$ cat src/rtl/difftest_step_batcher.sv
// difftest_step_batcher
//
// Groups per-cycle instruction commits into batched "step" events for a
// difftest consumer. It counts committed lanes every cycle and releases the
// accumulated count when the batch threshold is reached, when the
// accumulation has aged TIMEOUT cycles, or on a trap or flush event. If the
// consumer is not ready at release time, the count is held and keeps
// accumulating until the consumer accepts it.
//
// Ports:
//   clock         rising-edge clock
//   reset         synchronous, active-low reset
//   commit_valid  per-lane commit valid bits for this cycle
//   trap_valid    trap / end-of-program event, forces a release
//   flush_req     external flush request, forces a release
//   step_ready    consumer can accept a step this cycle
//   difftest_step released event count, one cycle wide (0 = no step)
//   step_pending  accumulated, not yet released count
//   overflow_err  sticky flag, set when the count saturated
module difftest_step_batcher #(
    parameter int COMMIT_WIDTH = 6,
    parameter int STEP_WIDTH   = 8,
    parameter int BATCH_SIZE   = 64,
    parameter int TIMEOUT      = 1000
) (
    input  logic                    clock,
    input  logic                    reset,
    input  logic [COMMIT_WIDTH-1:0] commit_valid,
    input  logic                    trap_valid,
    input  logic                    flush_req,
    input  logic                    step_ready,
    output logic [STEP_WIDTH-1:0]   difftest_step,
    output logic [STEP_WIDTH-1:0]   step_pending,
    output logic                    overflow_err
);

    localparam int CNT_W = $clog2(COMMIT_WIDTH + 1);
    localparam int SUM_W = STEP_WIDTH + 1;
    localparam int TMO_W = (TIMEOUT > 1) ? $clog2(TIMEOUT) : 1;

    localparam logic [STEP_WIDTH-1:0] STEP_MAX   = {STEP_WIDTH{1'b1}};
    localparam logic [STEP_WIDTH-1:0] BATCH_THR  = STEP_WIDTH'(BATCH_SIZE);
    localparam logic [TMO_W-1:0]      TMO_LAST   = TMO_W'(TIMEOUT - 1);

    typedef enum logic [1:0] {
        IDLE  = 2'd0,
        ACCUM = 2'd1,
        HOLD  = 2'd2
    } state_t;

    state_t                 state;
    logic [STEP_WIDTH-1:0]  acc;
    logic [TMO_W-1:0]       tmo;

    logic [CNT_W-1:0]       n;
    logic [SUM_W-1:0]       sum;
    logic [STEP_WIDTH-1:0]  acc_next;
    logic                   sum_overflow;
    logic                   release_cond;

    // Clamp the one-bit-wider sum to the largest representable count.
    function automatic logic [STEP_WIDTH-1:0] saturate(input logic [SUM_W-1:0] value);
        if (value[SUM_W-1]) begin
            return STEP_MAX;
        end
        return value[STEP_WIDTH-1:0];
    endfunction

    always_comb begin
        n = '0;
        for (int i = 0; i < COMMIT_WIDTH; i++) begin
            n = n + CNT_W'(commit_valid[i]);
        end
    end

    assign sum          = {1'b0, acc} + SUM_W'(n);
    assign sum_overflow = sum[SUM_W-1];
    assign acc_next     = saturate(sum);

    // Every release source except the threshold requires something to send;
    // the threshold itself is always >= 1, so it implies a non-zero count.
    assign release_cond = (acc_next >= BATCH_THR) ||
                          ((acc_next != '0) &&
                           ((tmo == TMO_LAST) || trap_valid || flush_req));

    assign step_pending = acc;

    always_ff @(posedge clock) begin
        if (!reset) begin
            state         <= IDLE;
            acc           <= '0;
            tmo           <= '0;
            difftest_step <= '0;
            overflow_err  <= 1'b0;
        end else begin
            difftest_step <= '0;
            if (sum_overflow) begin
                overflow_err <= 1'b1;
            end

            case (state)
                IDLE: begin
                    tmo <= '0;
                    if (release_cond) begin
                        if (step_ready) begin
                            difftest_step <= acc_next;
                            acc           <= '0;
                        end else begin
                            state <= HOLD;
                            acc   <= acc_next;
                        end
                    end else if (n != '0) begin
                        state <= ACCUM;
                        acc   <= acc_next;
                    end
                end

                ACCUM: begin
                    if (release_cond) begin
                        tmo <= '0;
                        if (step_ready) begin
                            state         <= IDLE;
                            difftest_step <= acc_next;
                            acc           <= '0;
                        end else begin
                            state <= HOLD;
                            acc   <= acc_next;
                        end
                    end else begin
                        // tmo cannot pass TMO_LAST here: reaching it releases.
                        tmo <= tmo + 1'b1;
                        acc <= acc_next;
                    end
                end

                HOLD: begin
                    // Once held, only consumer readiness matters; the
                    // threshold/timeout/trap sources are already satisfied.
                    if (step_ready) begin
                        state         <= IDLE;
                        difftest_step <= acc_next;
                        acc           <= '0;
                        tmo           <= '0;
                    end else begin
                        acc <= acc_next;
                        if (tmo != TMO_LAST) begin
                            tmo <= tmo + 1'b1;
                        end
                    end
                end

                default: begin
                    state <= IDLE;
                    acc   <= '0;
                    tmo   <= '0;
                end
            endcase
        end
    end

endmodule
$ cat config.mk
export PLATFORM = sky130hd
export DESIGN_NAME = difftest_step_batcher
export DESIGN_NICKNAME = d
export VERILOG_FILES = /design/src/rtl/difftest_step_batcher.sv
export SDC_FILE = /design/constraint.sdc
export NUM_CORES = 1
export LEC_CHECK = 0
export CORE_UTILIZATION = 40
export DETAILED_ROUTE_END_ITERATION = 10
export PLACE_DENSITY_LB_ADDON = 0.2
export SETUP_SLACK_MARGIN = 0.5
export SYNTH_ARGS = -nofsm -noshare
export SYNTH_HDL_FRONTEND = slang
export SYNTH_SLANG_ARGS = --single-unit
export TNS_END_PERCENT = 5
$ cat constraint.sdc
create_clock -name clock -period 9.8 [get_ports clock]
set_input_delay 0.98 -clock clock [delete_from_list [all_inputs] [get_ports clock]]
set_output_delay 0.98 -clock clock [all_outputs]
set_load 0.05 [all_outputs]
==> impl_metrics.env <==
export IMPL_outcome="complete, no violations"
export IMPL_synth_edf_count=0
export IMPL_synth_top_family_by_area="simple AND/OR/NAND/NOR gates"
export IMPL_cts_sinks=29
export IMPL_final_fill_count=408
export IMPL_routed_wl_um=3500
export IMPL_min_path_type="reg2reg"
export IMPL_netlist_area_leader_share=0.347
export IMPL_post_cts_setup_buffers=0
export IMPL_cts_clk_slew_worst_paths_ns=0.06
export IMPL_drt_iter0_markers=78
export IMPL_synth_xor_area_frac=0.0471
export IMPL_routabilityCongestion=0.857
export IMPL_cp_top_family="adder cells"
export IMPL_synth_fa_ha_area_frac=0.115
export IMPL_drt_pass1_iterations=4
export IMPL_netlist_instances=193
export IMPL_worst_pin_slew_ns=0.869
export IMPL_synthArstFlopShare=0
export IMPL_maxCapViolations=0
export IMPL_slew_headroom=0.420
export IMPL_portBuffers=27
export IMPL_tritoncts="done"
export IMPL_crit_chain="clkdlybuf4s50_1 -> fa_1 -> inv_1 -> fa_1 -> inv_1 -> ha_1 -> fa_1 -> inv_1 -> fa_1 -> and2b_1 -> o2111ai_1 -> nand4b_1 -> a311oi_4 -> nand3_1 -> and3_1 -> a32o_1"
export IMPL_ys_top_cells_by_area="dfxtp_1 35%, ha_1 6.7%, fa_1 4.8%, a21oi_1 3.9%, inv_1 3.6%"
export IMPL_synth_largest_area_cell="dfxtp_1"
export IMPL_rsz0062_at_grt="false"
export IMPL_finalSetupViolCount=0
export IMPL_ctsHoldBuffers=0
export IMPL_synth_main_ff_cell="dfxtp_1"
export IMPL_layout_nets=246
export IMPL_cts_max_level=2
export IMPL_grt_max_degree=16
export IMPL_synthesis_nets=217
export IMPL_slew_violations=0
export IMPL_fin_crit_sh=0.584
export IMPL_postSynthAreaPerCell_sq_um=8.67
export IMPL_muxShareOfSynthArea=0
export IMPL_post_cts_resized=0
export IMPL_worst_skew_pair_late_latency_ns=0.28
export IMPL_ys_ff_latch=29
export IMPL_critPathCaptureType="flip-flop"
export IMPL_synth_simple_gate_area_frac=0.244
export IMPL_p_leak_nw=0.789
export IMPL_area_growth_pct=24.5
export IMPL_ys_types=43
export IMPL_overflow=0
export IMPL_grt_pass1_wl_um=5860
export IMPL_track_usage=0.180
export IMPL_dieWidth_um=66.7
export IMPL_synthesis_area_sq_um=1670
export IMPL_arrival_ns=5.90
export IMPL_num_vias=1431
export IMPL_hold_viol_final=0
export IMPL_routedWlPerCell_um=12.8
export IMPL_cp_slowest_cell="o2111ai_1"
export IMPL_rows=23
export IMPL_vdd_drop_max_mv=0.115
export IMPL_cts_buffers=5
export IMPL_dp_cells=265
export IMPL_yosys_warnings=0
export IMPL_p_per_area_nw_per_um2=232
export IMPL_fmax_ghz=0.175
export IMPL_cp_num_buf_inv=4
export IMPL_crit_top_cell="fa_1"
export IMPL_coreArea_sq_um=4000
export IMPL_cp_slowest_stage_delay_ns=0.72
export IMPL_cp_required_ns=9.98
export IMPL_detailed_place_hpwl_um=2720
export IMPL_drive_above_1_share=0.0673
export IMPL_grt_pass1_vias=1304
export IMPL_skew_ns=0.00445
export IMPL_viasPerCell=5.24
export IMPL_dieArea_sq_um=4440
export IMPL_n_antenna_cell=0
export IMPL_finalSetupTns_ns=0
export IMPL_final_cell_mix="29 x dfxtp_1, 27 x clkdlybuf4s50_1, 16 x inv_1"
export IMPL_finalWorstPathRequiredPeriod_ns=5.73
export IMPL_seq_area_frac_synth=0.347
export IMPL_cp_max_fo=11
export IMPL_clock_path_buffers=2
export IMPL_antenna_found_initial=0
export IMPL_final_cells=273
export IMPL_critPathLaunchType="input port"
export IMPL_initial_core_util=0.418
export IMPL_cts_root_buf="clkbuf_8"
export IMPL_mostFrequentLayoutCell="dfxtp_1"
export IMPL_drc=0
export IMPL_critPathKind="in2reg"
export IMPL_pin_count=28
export IMPL_synth_compound_area_frac=0.194
export IMPL_die_y_um=66.7
export IMPL_antenna_left=0
-- tightest hold or removal path, stage by stage (launching register included) --
cell and delay (ns):
dfxtp_1 0.32, nand3_1 0.06, o31ai_1 0.06
-- metrics by stage --
step	hold WS, ns	area [sq um]	utilization	setup slack, ns	power [mW]
after detailed placement	0.476	1980	0.495	3.76	0.378
final	0.480	2080	0.520	4.07	0.484
after CTS	0.483	2080	0.520	4.04	0.488
after floorplan	0.457	1670	-	4.72	0.323
after global routing	0.515	2080	0.520	3.69	0.523
after global placement	0.473	1980	0.495	3.85	0.379
-- cell usage after synthesis (all sizes together), types with 5 or more instances --
master / instances
nor2: 14
dfxtp: 29
nand3: 8
xnor2: 5
a21oi: 13
ha: 9
nor3: 9
o21ai: 11
nand2: 15
inv: 17
and3: 7
-- kinds of logic (layout without fill, tap and decap cells) --
group | count (synthesis) | count (layout)
XOR/XNOR | 9 | 9
buffers and inverters | 22 | 52
AND/OR/NAND/NOR | 75 | 75
adder cells (fa/ha/maj) | 13 | 13
flip-flops | 29 | 29
AO/OA/AOI/OAI | 45 | 45
-- power breakdown --
group	switching [mW]	internal, mW	leakage, nW
clock	0.0451	0.0633	0.0542
combinational	0.139	0.0907	0.500
sequential	0.0128	0.132	0.235
-- state kept, by name, summed over array words and instances, names as in the netlist --
| signal | flops |
|---|---|
| difftest_step | 8 |
| state | 2 |
| tmo | 10 |
| overflow_err | 1 |
| step_pending | 8 |
-- cell type report --
type	instances	area, sq um	area share
clock buffer	7	96.3	0.0463
clock inverter	1	5.00	0.00240
inverter	17	63.8	0.0306
multi-input combinational	142	1000	0.482
sequential	29	581	0.279
tap	50	62.6	0.0300
timing repair buffer	27	270	0.130
-- worst paths after layout --
path	from	cells past startpoint	to	slack (ns)
worst max-delay path	commit_valid[0]	16	step_pending[2]	4.07
worst min register to register	tmo[1]	2	tmo[1]	0.48
worst max register to register	step_pending[0]	10	step_pending[2]	6.45
worst min-delay path	tmo[1]	2	tmo[1]	0.48
-- per-layer routing --
layer,up-vias,share of wire,GRT usage
met3,4,0.041,0.0668
met4,0,0.013,0.0559
met1,652,0.47,0.215
li1,743,-,-
met5,-,0,0
met2,32,0.48,0.297
(Power assumes the default switching activity.)
